## src/rtl/fetch_control_pkg.sv

```systemverilog
// Shared types and constants for the fetch control FSM.
package fetch_control_pkg;

  typedef enum logic [2:0] {
    ST_RUN            = 3'd0,
    ST_WAIT_RESOLVE   = 3'd1,
    ST_INT_PUSH_PC    = 3'd2,
    ST_INT_PUSH_FLAGS = 3'd3,
    ST_INT_JUMP       = 3'd4
  } state_t;

  localparam int          CNT_W          = 4;
  localparam logic [31:0] DEF_INT_VECTOR = 32'h0000_0000;

  // Opcodes whose outcome is only known once execute resolves them.
  localparam logic [4:0] OP_CALL = 5'h10;
  localparam logic [4:0] OP_RET  = 5'h11;
  localparam logic [4:0] OP_RTI  = 5'h12;
  localparam logic [4:0] OP_JZ   = 5'h13;
  localparam logic [4:0] OP_JN   = 5'h14;
  localparam logic [4:0] OP_JC   = 5'h15;
  localparam logic [4:0] OP_JMP  = 5'h16;
  localparam logic [4:0] OP_LDM  = 5'h17;

  function automatic logic is_hazard_op(input logic [4:0] op);
    return op inside {OP_CALL, OP_RET, OP_RTI, OP_JZ, OP_JN, OP_JC, OP_JMP, OP_LDM};
  endfunction

endpackage

```

## src/rtl/fetch_control_wait_counter.sv

```systemverilog
// Resolve-wait watchdog: clear, increment, terminal count at MAX_WAIT.
module wait_counter
  import fetch_control_pkg::*;
#(
  parameter int MAX_WAIT = 7
) (
  input  logic clk,
  input  logic reset,
  input  logic clr,
  input  logic inc,
  output logic tc
);

  logic [CNT_W-1:0] cnt;

  always_ff @(posedge clk) begin
    if (reset || clr) cnt <= '0;
    else if (inc)     cnt <= cnt + 1'b1;
  end

  assign tc = (cnt == CNT_W'(MAX_WAIT));

endmodule

```

## src/rtl/fetch_control.sv

```systemverilog
// Fetch control: stalls fetch behind unresolved control-flow instructions
// and sequences the 3-cycle interrupt entry (push PC, push flags, jump).
module fetch_control
  import fetch_control_pkg::*;
#(
  parameter logic [31:0] INT_VECTOR = DEF_INT_VECTOR,
  parameter int          MAX_WAIT   = 7
) (
  input  logic        i_clk,
  input  logic        i_reset,
  input  logic        i_hazard_instruction,
  input  logic        i_interrupt,
  input  logic [31:0] i_pc_inc,
  input  logic        i_data_stall,
  input  logic        i_resolve_valid,
  input  logic        i_resolve_taken,
  input  logic [31:0] i_resolve_target,
  input  logic [3:0]  i_flags,
  output logic        o_enable,
  output logic        o_insert_nop,
  output logic [31:0] o_pc_new,
  output logic        o_branch_decision,
  output logic        o_int_push,
  output logic [31:0] o_int_data,
  output logic        o_error,
  output logic        o_busy
);

  state_t      state;
  logic        pending;
  logic [31:0] ret_pc;
  logic        int_go, hz_go, tc;

  assign int_go = (state == ST_RUN) && (i_interrupt || pending);
  assign hz_go  = (state == ST_RUN) && !int_go && i_hazard_instruction && !i_data_stall;

  wait_counter #(.MAX_WAIT(MAX_WAIT)) u_wait_counter (
    .clk   (i_clk),
    .reset (i_reset),
    .clr   (hz_go),
    .inc   (state == ST_WAIT_RESOLVE),
    .tc    (tc)
  );

  always_ff @(posedge i_clk) begin
    if (i_reset) begin
      state   <= ST_RUN;
      pending <= 1'b0;
      ret_pc  <= '0;
    end else begin
      // Interrupts arriving while busy are held (one deep) until back in RUN.
      if (state != ST_RUN && i_interrupt) pending <= 1'b1;
      case (state)
        ST_RUN: begin
          if (int_go) begin
            ret_pc  <= i_pc_inc;
            pending <= 1'b0;
            state   <= ST_INT_PUSH_PC;
          end else if (hz_go) begin
            state <= ST_WAIT_RESOLVE;
          end
        end
        ST_WAIT_RESOLVE:   if (i_resolve_valid || tc) state <= ST_RUN;
        ST_INT_PUSH_PC:    state <= ST_INT_PUSH_FLAGS;
        ST_INT_PUSH_FLAGS: state <= ST_INT_JUMP;
        ST_INT_JUMP:       state <= ST_RUN;
        default:           state <= ST_RUN;
      endcase
    end
  end

  always_comb begin
    o_enable          = 1'b0;
    o_insert_nop      = 1'b1;
    o_pc_new          = '0;
    o_branch_decision = 1'b0;
    o_int_push        = 1'b0;
    o_int_data        = '0;
    o_error           = 1'b0;
    o_busy            = 1'b0;
    if (!i_reset) begin
      o_busy = (state != ST_RUN);
      case (state)
        ST_RUN: begin
          o_enable     = !i_data_stall;
          o_insert_nop = 1'b0;
        end
        ST_WAIT_RESOLVE: begin
          if (i_resolve_valid) begin
            o_enable = 1'b1;
            if (i_resolve_taken) begin
              o_branch_decision = 1'b1;
              o_pc_new          = i_resolve_target;
            end
          end else if (tc) begin
            o_enable = 1'b1;
            o_error  = 1'b1;
          end
        end
        ST_INT_PUSH_PC: begin
          o_int_push = 1'b1;
          o_int_data = ret_pc;
        end
        ST_INT_PUSH_FLAGS: begin
          o_int_push = 1'b1;
          o_int_data = {28'b0, i_flags};
        end
        ST_INT_JUMP: begin
          o_enable          = 1'b1;
          o_branch_decision = 1'b1;
          o_pc_new          = INT_VECTOR;
        end
        default: ;
      endcase
    end
  end

endmodule
```

## config.mk

```make
export PLATFORM = sky130hd
export DESIGN_NAME = fetch_control
export DESIGN_NICKNAME = d
export VERILOG_FILES = /design/src/rtl/fetch_control_pkg.sv /design/src/rtl/fetch_control_wait_counter.sv /design/src/rtl/fetch_control.sv
export SDC_FILE = /design/constraint.sdc
export NUM_CORES = 1
export LEC_CHECK = 0
export ABC_CLOCK_PERIOD_IN_PS = 3800
export BUFFER_PORTS_ARGS = -buffer_cell sky130_fd_sc_hd__buf_2
export CAP_MARGIN = 40
export CELL_PAD_IN_SITES_DETAIL_PLACEMENT = 1
export CELL_PAD_IN_SITES_GLOBAL_PLACEMENT = 1
export CORE_MARGIN = 2
export CORE_UTILIZATION = 33
export CTS_CLUSTER_SIZE = 8
export DETAILED_ROUTE_END_ITERATION = 7
export PLACE_DENSITY_LB_ADDON = 0.1
export SYNTH_ARGS = -nofsm -noshare
export SYNTH_HDL_FRONTEND = slang
export SYNTH_HIERARCHICAL = 1
export SYNTH_SLANG_ARGS = --single-unit
export TNS_END_PERCENT = 30
```

## constraint.sdc

```tcl
create_clock -name i_clk -period 3.8 [get_ports i_clk]
set_clock_uncertainty 0.05 [all_clocks]
set_input_delay 0.57 -clock i_clk [delete_from_list [all_inputs] [get_ports i_clk]]
set_output_delay 0.57 -clock i_clk [all_outputs]
set_load 0.02 [all_outputs]
```

==> impl_metrics.yaml <==
floorplan:
  die_h_um: 89.4
  io_pins: 145
  die_w_um: 89.4
  start_util_pct: 33.6
  die_area_um2: 8000
  num_rows: 31
  core_um2: 7180
drt:
  finalWirelength_um: 6600
  dr_total_vias: 2212
  drt-pass1-iter-count: 4
  antenna_left: 0
  wl_per_cell_um: 13.1
  post-route-drc-count: 0
  drt_iter0_drc: 48
  viasPerCell: 4.38
placed_design:
  gp_congestion: 0.743
  hpwl_um: 5110
  port_buffers: 144
  numPlacedInstances: 497
worst_setup_path:
  cp_slowest_cell: "dfxtp_1"
  cp.required_ns: 3.18
  critPathLaunchType: "flip-flop"
  cp_cell_sequence: "nand2b_4, nor4_4, buf_4, and2_1, buf_2"
  r2r_slack_ns: 1.90
  endpoint_kind: "output port"
  slowest_delay_ns: 0.73
  crit_arrival_ns: 2.28
  critPathKind: "reg2out"
  worstPathMaxFanout: 19
timing:
  rsz0062_at_grt: "no"
  fin_crit_sh_pct: 76.3
  fmax_ghz: 0.345
  hold_viol: 0
  slew_violations: 0
  final.setup.tns_ns: 0
  min_period_ns: 2.90
  maxSlewHeadroom_pct: 44.1
  tightestPinTransition_ns: 0.836
  hold_ws_ns: 0.426
  setup_violations: 0
synthesis:
  synth_area_leaders: "dfxtp_1, nand2b_1, and2_1"
  synthCells: 269
  ys_warn_count: 6
  ys_ff_latch: 40
  syn-cell-area_um2: 2410
  syn-num-nets: 345
  synth_edf_count: 0
  synth_commonest_cells: "nand2b_1, and2_1, dfxtp_1"
  synth_top_area_share_pct: 33.2
  ys_seq_area_share_pct: 33.2
  yosysMostFrequentCell: "nand2b_1"
  yosys.cell_types.count: 37
  synthArstFlopShare_pct: 0
  ys.flop_type: "dfxtp_1"
  syn-mean-instance-area_um2: 8.95
  synth_top_area_cell: "dfxtp_1"
pwr:
  power_mw: 1.11
  ir_drop_mv: 0.146
  leakagePower_nw: 1.66
  power.density_nw_per_um2: 340
cells_and_area:
  final_util_pct: 45.6
  layout-drive-gt1-share_pct: 40.4
  stdcell_count: 505
  syn2layout_area_growth_pct: 35.9
  num_antenna_cells: 0
  multi_input_area_um2: 1470
  fill_cells: 907
  nets: 481
  register_area_um2: 801
clock_tree:
  post_cts_buffers: 0
  post_cts_resized: 0
  cts_buffers: 5
  clk_pin_slew_ns: 0.08
  h-tree-depth: 2
  clock_latency_ns: 0.29
  cts_hold_buf: 0
  clock_path_buffers: 2
  cts_tree: "done"
  clock_sinks: 40
  cts_root_buffer: "clkbuf_8"
global_route:
  grt_max_degree: 73
  antenna_found_initial: 0
  overflow: 0
  track_usage_pct: 15.4
  grt_pass1_wl_um: 9560
  grt_pass1_vias: 2055
job:
  maxCapViolations: 0
run_status:
  status: "completed"
hold_path:
  min_path_type: "reg2reg"
state kept, by name, indices dropped and copies added, names as in the netlist:
signal              count
pending                 1
u_wait_counter/cnt      4
state                   3
ret_pc                 32
stage by stage:
step                cell area (um^2)  worst slack (ns)
floorplan                       2410              1.63
global placement                3140              1.17
detailed placement              3160              1.12
CTS                             3270             0.867
global route                    3270             0.721
finish                          3270             0.900
path summary, 6_finish.rpt:
kind                           startpoint                                  to  depth (start not counted)
setup / recovery    state[0]$_SDFFE_PP0P_                        o_pc_new[25]                          5
hold / removal    ret_pc[22]$_SDFFE_PP0P_             ret_pc[22]$_SDFFE_PP0P_                          2
setup reg to reg    state[0]$_SDFFE_PP0P_  u_wait_counter/cnt[3]$_SDFFE_PP0P_                          4
hold reg to reg   ret_pc[22]$_SDFFE_PP0P_             ret_pc[22]$_SDFFE_PP0P_                          2
critical path: cells and delay by family (launching register included):
kind / cells / cell delay [ns]
buffers and inverters: 2 / 0.47
DFF: 1 / 0.73
and+or+nand+nor: 3 / 0.79
cell usage in the layout, fill, tap and decap left out, drive strengths merged:
| cell type | instances |
|---|---|
| ha | 1 |
| and2b | 2 |
| bufinv | 1 |
| o31a | 1 |
| clkbuf | 5 |
| a21bo | 1 |
| nor2b | 1 |
| nand4 | 1 |
| xnor2 | 1 |
| mux2 | 1 |
| inv | 3 |
| a311oi | 1 |
| and4 | 1 |
| clkinvlp | 1 |
| nor2 | 16 |
| or2 | 2 |
| and2 | 61 |
| nor4bb | 1 |
| nand2b | 66 |
| o21a | 1 |
| o31ai | 1 |
| mux2i | 37 |
| buf | 147 |
| nand2 | 3 |
| dfxtp | 40 |
| nor3b | 1 |
| a21oi | 1 |
| nand3b | 1 |
| nor4 | 2 |
| nor3 | 4 |
| o22ai | 1 |
cells by family (layout without fill, tap and decap cells):
| group | Yosys count | in the layout | synth area share (%) |
|---|---|---|---|
| and+or+nand+nor | 162 | 162 | 42.1 |
| AOI/OAI and AO/OA | 7 | 7 | 2.23 |
| buffers and inverters | 20 | 157 | 5.71 |
| DFF | 40 | 40 | 33.2 |
| muxes | 38 | 38 | 15.8 |
| adders and majority gates | 1 | 1 | 0.519 |
| xor gates and xnor gates | 1 | 1 | 0.364 |
power by group:
part           internal, mW  switching [mW]  total [mW]
logic                 0.127           0.131       0.258
registers             0.463          0.0336       0.496
clock network         0.198           0.160       0.358
area by class of cell:
| cell class | count | area share, % |
|---|---|---|
| multi-input cells | 209 | 44.9 |
| flip-flops and latches | 40 | 24.5 |
| repair buffers | 147 | 23.1 |
| well taps | 99 | 3.78 |
| clock buffers | 5 | 2.10 |
| clock inverters | 3 | 1.41 |
| inverters | 2 | 0.229 |
per-layer routing:
| layer | share of wire [%] | global-route usage (%) | vias to the layer above |
|---|---|---|---|
| met4 | 1.1 | 4.88 | 0 |
| li1 | - | - | 1132 |
| met1 | 43 | 17.8 | 1001 |
| met3 | 7.0 | 4.89 | 4 |
| met5 | 0 | 0 | - |
| met2 | 49 | 26.9 | 75 |
Note: power is estimated with default switching activity, not from simulation.
